<file path="config.mk">
export PLATFORM = sky130hd
export DESIGN_NAME = pipelined_onehot_mux
export DESIGN_NICKNAME = d
export VERILOG_FILES = /design/src/rtl/onehot_mux_pkg.sv /design/src/rtl/onehot_check.sv /design/src/rtl/pipelined_onehot_mux.sv
export SDC_FILE = /design/constraint.sdc
export NUM_CORES = 1
export LEC_CHECK = 0
export ABC_AREA = 0
export BUFFER_PORTS_ARGS = -buffer_cell sky130_fd_sc_hd__buf_2
export CAP_MARGIN = 20
export CORE_AREA = 2 2 228 230
export DETAILED_ROUTE_END_ITERATION = 7
export DIE_AREA = 0 0 230 232
export SLEW_MARGIN = 20
export SYNTH_ARGS = -nofsm -noshare
export SYNTH_HDL_FRONTEND = slang
export SYNTH_SLANG_ARGS = --single-unit
</file>
<file path="constraint.sdc">
create_clock -name clk -period 10 [get_ports clk]
set_input_delay 0.5 -clock clk [delete_from_list [all_inputs] [get_ports clk]]
set_output_delay 0.5 -clock clk [all_outputs]
set_load 0.01 [all_outputs]
</file>
<file path="src/rtl/onehot_mux_pkg.sv">
// Shared defaults for the pipelined one-hot mux: widths, channel count and
// the channel grouping used by the first-stage OR-reduction.
package onehot_mux_pkg;

  localparam int DEF_DATA_W    = 32;
  localparam int DEF_NUM_CH    = 16;
  localparam int DEF_ERR_CNT_W = 16;
  localparam int GROUP_SZ      = 4;

  // Number of first-stage groups; the last group may be partial.
  function automatic int num_groups(input int num_ch);
    return (num_ch + GROUP_SZ - 1) / GROUP_SZ;
  endfunction

endpackage

</file>
<file path="src/rtl/onehot_check.sv">
// Classifies a select vector as one-hot, all-zero, or (implicitly) multi-hot.
module onehot_check #(
  parameter int NUM_CH = 16
) (
  input  logic [NUM_CH-1:0] sel_i,
  output logic              is_onehot,
  output logic              is_zero
);

  localparam logic [NUM_CH-1:0] ONE = {{(NUM_CH-1){1'b0}}, 1'b1};

  logic [NUM_CH-1:0] low_cleared;

  // Clearing the lowest set bit leaves zero only when at most one bit was set.
  assign low_cleared = sel_i & (sel_i - ONE);
  assign is_zero     = ~|sel_i;
  assign is_onehot   = !is_zero && (low_cleared == '0);

endmodule

</file>
<file path="src/rtl/pipelined_onehot_mux.sv">
// Two-stage pipelined one-hot multiplexer with invalid-select detection.
// The saturating error counter is built only with PIPELINED_ONEHOT_MUX_ERR_CNT_EN.
module pipelined_onehot_mux
  import onehot_mux_pkg::*;
#(
  parameter int DATA_W    = DEF_DATA_W,
  parameter int NUM_CH    = DEF_NUM_CH,
  parameter int ERR_CNT_W = DEF_ERR_CNT_W
) (
  input  logic                     clk,
  input  logic                     rst,
  input  logic                     in_valid,
  output logic                     in_ready,
  input  logic [NUM_CH-1:0]        mux_sel,
  input  logic [NUM_CH*DATA_W-1:0] data_in,
  output logic                     out_valid,
  input  logic                     out_ready,
  output logic [DATA_W-1:0]        data_out,
  output logic                     out_err,
  output logic [ERR_CNT_W-1:0]     err_cnt,
  input  logic                     err_cnt_clr
);

  localparam int NG = num_groups(NUM_CH);

  // Handshake: a beat moves on an edge where valid and ready are both 1; the
  // source holds data stable while valid=1 and ready=0. The whole pipe moves
  // together whenever the output slot is empty or being drained.
  logic adv;
  assign adv      = !out_valid || out_ready;
  assign in_ready = adv;

  logic sel_onehot, sel_zero, sel_bad;

  onehot_check #(.NUM_CH(NUM_CH)) u_check (
    .sel_i     (mux_sel),
    .is_onehot (sel_onehot),
    .is_zero   (sel_zero)
  );

  assign sel_bad = sel_zero || !sel_onehot;

  logic [NG-1:0][DATA_W-1:0] grp_or_d;

  always_comb begin
    grp_or_d = '0;
    for (int k = 0; k < NUM_CH; k++) begin
      if (mux_sel[k]) begin
        grp_or_d[k / GROUP_SZ] = grp_or_d[k / GROUP_SZ] | data_in[k*DATA_W +: DATA_W];
      end
    end
  end

  logic                      s1_valid_q, s1_err_q;
  logic [NG-1:0][DATA_W-1:0] s1_grp_q;

  always_ff @(posedge clk or posedge rst) begin
    if (rst) begin
      s1_valid_q <= 1'b0;
      s1_err_q   <= 1'b0;
      s1_grp_q   <= '0;
    end else if (adv) begin
      s1_valid_q <= in_valid;
      s1_err_q   <= sel_bad;
      s1_grp_q   <= grp_or_d;
    end
  end

  logic [DATA_W-1:0] fin_or;
  logic [DATA_W-1:0] s2_data_d, s2_data_q;
  logic              s2_valid_d, s2_valid_q;
  logic              s2_err_d, s2_err_q;

  // Invalid selects and empty slots carry zero data so the outputs need no gating.
  always_comb begin
    fin_or = '0;
    for (int g = 0; g < NG; g++) begin
      fin_or = fin_or | s1_grp_q[g];
    end
    s2_valid_d = s1_valid_q;
    s2_err_d   = s1_valid_q && s1_err_q;
    s2_data_d  = (s1_valid_q && !s1_err_q) ? fin_or : '0;
  end

  always_ff @(posedge clk or posedge rst) begin
    if (rst) begin
      s2_valid_q <= 1'b0;
      s2_err_q   <= 1'b0;
      s2_data_q  <= '0;
    end else if (adv) begin
      s2_valid_q <= s2_valid_d;
      s2_err_q   <= s2_err_d;
      s2_data_q  <= s2_data_d;
    end
  end

  assign out_valid = s2_valid_q;
  assign out_err   = s2_err_q;
  assign data_out  = s2_data_q;

`ifdef PIPELINED_ONEHOT_MUX_ERR_CNT_EN
  logic [ERR_CNT_W-1:0] err_cnt_d, err_cnt_q;

  // Clear wins over a same-cycle increment; the count sticks at all ones.
  always_comb begin
    err_cnt_d = err_cnt_q;
    if (err_cnt_clr) begin
      err_cnt_d = '0;
    end else if (in_valid && in_ready && sel_bad && (err_cnt_q != '1)) begin
      err_cnt_d = err_cnt_q + 1'b1;
    end
  end

  always_ff @(posedge clk or posedge rst) begin
    if (rst) begin
      err_cnt_q <= '0;
    end else begin
      err_cnt_q <= err_cnt_d;
    end
  end

  assign err_cnt = err_cnt_q;
`else
  logic unused_err_cnt_clr;
  assign unused_err_cnt_clr = err_cnt_clr;
  assign err_cnt            = '0;
`endif

endmodule

</file>
After elaboration in Yosys (flattened, before gate mapping)
Index checks and enable logic that the tools add are counted.
{"block": "totals", "input_bits": 533, "out_inout_bits": 51, "reg_bits": 164, "word_cells": 54}
{"block": "classes", "add_sub_neg": 1, "muxes": 17, "n_reduce_logical": 11, "bitwise": 16}
{"op": "$mux W32", "n": 17}
{"op": "$or A32 B32 Y32", "n": 15}
{"op": "$and A16 B16 Y16", "n": 1}
{"op": "$logic_not A16 Y1", "n": 1}
{"op": "$reduce_or A16 Y1", "n": 1}
{"op": "$sub A16 B1 Y16 const B", "n": 1}
{"op": "$logic_not A1 Y1", "n": 4}
{"op": "$logic_and A1 B1 Y1", "n": 3}
{"op": "$logic_or A1 B1 Y1", "n": 2}

Depth between registers and ports, before layout
{"block": "depth", "depth_word": 7, "ltp_mapped": 8, "depth_no_buf": 5}

Hierarchy
From an unflattened synthesis, not the netlist that was laid out.
{"block": "unflattened", "cells_unflattened": 931, "area_unflattened_um2": 9447.8}
{"module": "pipelined_onehot_mux", "area_per_inst_um2": 9243.9, "cells_per_inst": 905, "n_inst": 1, "seq_area_each_um2": 4103.9}
{"module": "onehot_check", "area_per_inst_um2": 203.9, "cells_per_inst": 26, "n_inst": 1, "seq_area_each_um2": 0.0}

Least setup slack after synthesis
OpenSTA, ideal clock, no wires.
{"block": "synth_path", "path_type": "input to register", "start": "in mux_sel[0]", "end": "reg s1_err_q", "slack_ns": 7.958, "t_arrival_ns": 1.904, "stages": 6, "setup_ns": 0.138, "path_buffers": 1, "t_required_ns": 9.862, "cell_sequence": "buf_2 or4_4 nor3_4 a32oi_1 a2111oi_2 a31oi_1"}
{"block": "synth_via", "elab_chain_cells": 6, "word_cells_on_any_way": 8, "classes_between": "add/sub (1); bitwise (1); reduce/logical (6)"}
{"element": "start: declaration", "line": "pipelined_onehot_mux.sv:14", "text": "input logic [NUM_CH-1:0] mux_sel,"}
{"element": "$sub A16 B1 Y16", "line": "onehot_check.sv:15", "text": "assign low_cleared = sel_i & (sel_i - ONE);"}
{"element": "$and A16 B16 Y16", "line": "onehot_check.sv:15"}
{"element": "$logic_not A16 Y1", "line": "onehot_check.sv:17", "text": "assign is_onehot = !is_zero && (low_cleared == '0);"}
{"element": "$logic_and A1 B1 Y1", "line": "onehot_check.sv:17"}
{"element": "$logic_not A1 Y1", "line": "pipelined_onehot_mux.sv:41", "text": "assign sel_bad = sel_zero || !sel_onehot;"}
{"element": "$logic_or A1 B1 Y1 *", "line": "pipelined_onehot_mux.sv:41"}
{"element": "end signal: assignment", "line": "pipelined_onehot_mux.sv:64", "text": "s1_err_q <= sel_bad;"}
{"element": "end: declaration", "line": "pipelined_onehot_mux.sv:54", "text": "logic s1_valid_q, s1_err_q;"}
Every way passes the cells marked *; elsewhere a longest branch is shown, timed or not.
A chain may end at the register's enable or synchronous reset.

Final worst setup path
{"block": "layout_path", "start": "reg s2_valid_q (netlist: out_valid)", "end": "out in_ready"}
{"block": "layout_via", "elab_chain_cells": 2}
{"element": "start: declaration", "line": "pipelined_onehot_mux.sv:71", "text": "logic s2_valid_d, s2_valid_q;"}
{"element": "start signal: assignment", "line": "pipelined_onehot_mux.sv:91", "text": "s2_valid_q <= s2_valid_d;"}
{"element": "$logic_not A1 Y1", "line": "pipelined_onehot_mux.sv:30", "text": "assign adv = !out_valid || out_ready;"}
{"element": "$logic_or A1 B1 Y1", "line": "pipelined_onehot_mux.sv:30"}
{"element": "end: declaration", "line": "pipelined_onehot_mux.sv:13", "text": "output logic in_ready,"}
Every way passes these cells.

==> results_dict.tcl <==
set metrics [dict create \
    wirelength_um 47200 \
    dpl.cell_count 2090 \
    cts_root_buffer "clkbuf_16" \
    irDropWorstVdd_mv 0.122 \
    syn_inst 931 \
    dieArea_um2 53400 \
    post_cts_buffers 0 \
    hold_viol 0 \
    htreeDepth 4 \
    fin_nets 1962 \
    crit_family "buffers and inverters" \
    fin_crit_ps 3350 \
    crit_fanout 102 \
    hold_buffers 0 \
    drt-wirelength-per-cell_um 22.1 \
    whs_ps 140 \
    yosysSeqAreaShare_pct 47.7 \
    tightest_slew_ps 1120 \
    cts_buffers 17 \
    die_w_um 230 \
    vias_per_cell 4.79 \
    grt_pass1_wl_um 65300 \
    cts_tree "yes" \
    layoutNonFillerInstCount 2130 \
    drcViolationCount 0 \
    final_common_cell "buf_2" \
    grt_usage_pct 17.2 \
    io_pins 584 \
    post_cts_resized 0 \
    relSlewSlack_pct 25.3 \
    insertion_delay_ps 470 \
    layout_common_cells "buf_2, a22oi_1, dfrtp_1" \
    grt_pass1_vias 10094 \
    die_y_um 232 \
    grt_setup_unrepaired "false" \
    gr-total-overflow 0 \
    critPathKind "reg2out" \
    antenna_found_initial 17 \
    cp_slowest_stage_delay_ps 680 \
    synthArstFlopShare_pct 100 \
    dr.first_iter.drc_count 674 \
    setup_viol 0 \
    status "completed" \
    cp.arrival_ps 2850 \
    synth_cell_type_count 35 \
    leakagePower_uw 0.00578 \
    drv_slew 0 \
    ant_nets 0 \
    ys_seq_elements 164 \
    gp_congestion 0.914 \
    worst_path_most_repeated_cell "buf_4" \
    ys_warn_count 0 \
    port_buffers 566 \
    critPathBufInv 4 \
    initial_utilization_pct 16.9 \
    clk_pin_slew_ps 60 \
    cp_slowest_cell "buf_4" \
    placementRows 83 \
    grt_max_degree 104 \
    hpwl_um 35700 \
    firstDrtPassIters 5 \
    fmax_mhz 298 \
    dr_total_vias 10213 \
    p_per_area_nw_per_um2 154 \
    path_cells "nor2b_4, buf_4, inv_8, buf_4, buf_2" \
    setup_tns_ps 0 \
    cp-end-kind "output port" \
    synthToLayoutAreaGrowth_pct 46.5 \
    clock-sinks 164 \
    crit_required_ps 9500 \
    drive_gt1_share_pct 42.9 \
    worstSetupStartpointType "flop" \
    synth_edf_count 0 \
    layout_worst_path_cycle_share_pct 33.5 \
    worst_hold_path_type "in2async" \
    avgSynthCellArea_um2 9.24 \
    synth_area_um2 8600 \
    core-area_um2 50900 \
    clk_path_buf_depth 2 \
    ys.flop_type "dfrtp_1" \
    fin_skew_ps 9.01 \
    cap_viol_max_count 0 \
]
## through the flow
stage | power (uW) | worst slack, ps | utilization (%) | cell area (um^2)
after floorplan | 977 | 5070 | - | 8660
after global placement | 1200 | 6820 | 23.4 | 11900
after detailed placement | 1200 | 6800 | 23.4 | 11900
after CTS | 1970 | 6630 | 24.7 | 12600
after global routing | 2040 | 6480 | 24.7 | 12600
final | 1940 | 6650 | 24.8 | 12600
## where the power goes
part | switching [uW] | leakage [uW] | internal (uW) | total [uW]
Clock | 288 | 0.000313 | 456 | 744
Sequential | 84.5 | 0.00183 | 739 | 823
Combinational | 214 | 0.00363 | 156 | 371
Total | 587 | 0.00578 | 1350 | 1940
## worst register-to-register path, stage by stage, from the launching register on
cell,delay [ps]
dfrtp_1,390
nor2b_4,130
buf_4,310
inv_8,520
nand3b_1,830
buf_4,500
o21ai_1,170
## per-layer routing
layer / part of all wire (%) / wire length, um / GRT usage, %
met5: 0.049 / 23 / 0
met4: 4.0 / 1900 / 9.21
met3: 8.0 / 3750 / 3.56
met2: 44 / 20700 / 26.4
met1: 44 / 20800 / 22.6
## worst paths after layout
check,from,to,slack (ps),cells after the start
max reg2reg,out_valid,data_out[0],7080,6
min,rst,s1_grp_q[104],140,2
min reg2reg,out_err,out_err,470,2
min in group clk,in_valid,s1_valid_q,230,3
max,out_valid,in_ready,6650,5
max in group asynchronous,rst,data_out[27],8550,3
## sequential cells by signal, summed over array words and instances, names as in the netlist
signal,count
data_out,32
out_err,1
out_valid,1
s1_err_q,1
s1_grp_q,128
s1_valid_q,1
## layout make-up
cell class	count	area, um^2
fillers	5557	38300
well taps	680	851
inverters	2	22.5
repair buffers	580	2940
flip-flops and latches	164	4100
clock buffers	20	457
clock inverters	12	200
diodes	8	20.0
multi-input cells	664	4000
## synthesized netlist by cell type, drive strengths merged (2+ instances only)
cell,n,area (um^2)
a21boi,2,18.8
nor2,135,507
nor3,3,26.3
dfrtp,164,4100
o21ai,35,175
nand2,40,150
buf,33,221
nor4,32,200
nand3,2,10.0
dlygate4sd1,3,26.3
a31oi,129,807
a22oi,257,1930
inv,2,7.50
clkbuf,80,300
## kinds of logic (layout without fill, tap and decap cells)
family / Yosys count / count (layout) / share of synthesized area, %
xor+xnor: 1 / 1 / 0.102
other cells: 1 / 24 / 0.0436
flops: 164 / 164 / 47.7
fa+ha+maj: 1 / 1 / 0.116
simple gates: 218 / 218 / 10.9
compound gates: 427 / 427 / 34.5
mux: 1 / 1 / 0.131
buf+inv: 118 / 614 / 6.46
Note: power is estimated with default switching activity, not from simulation.
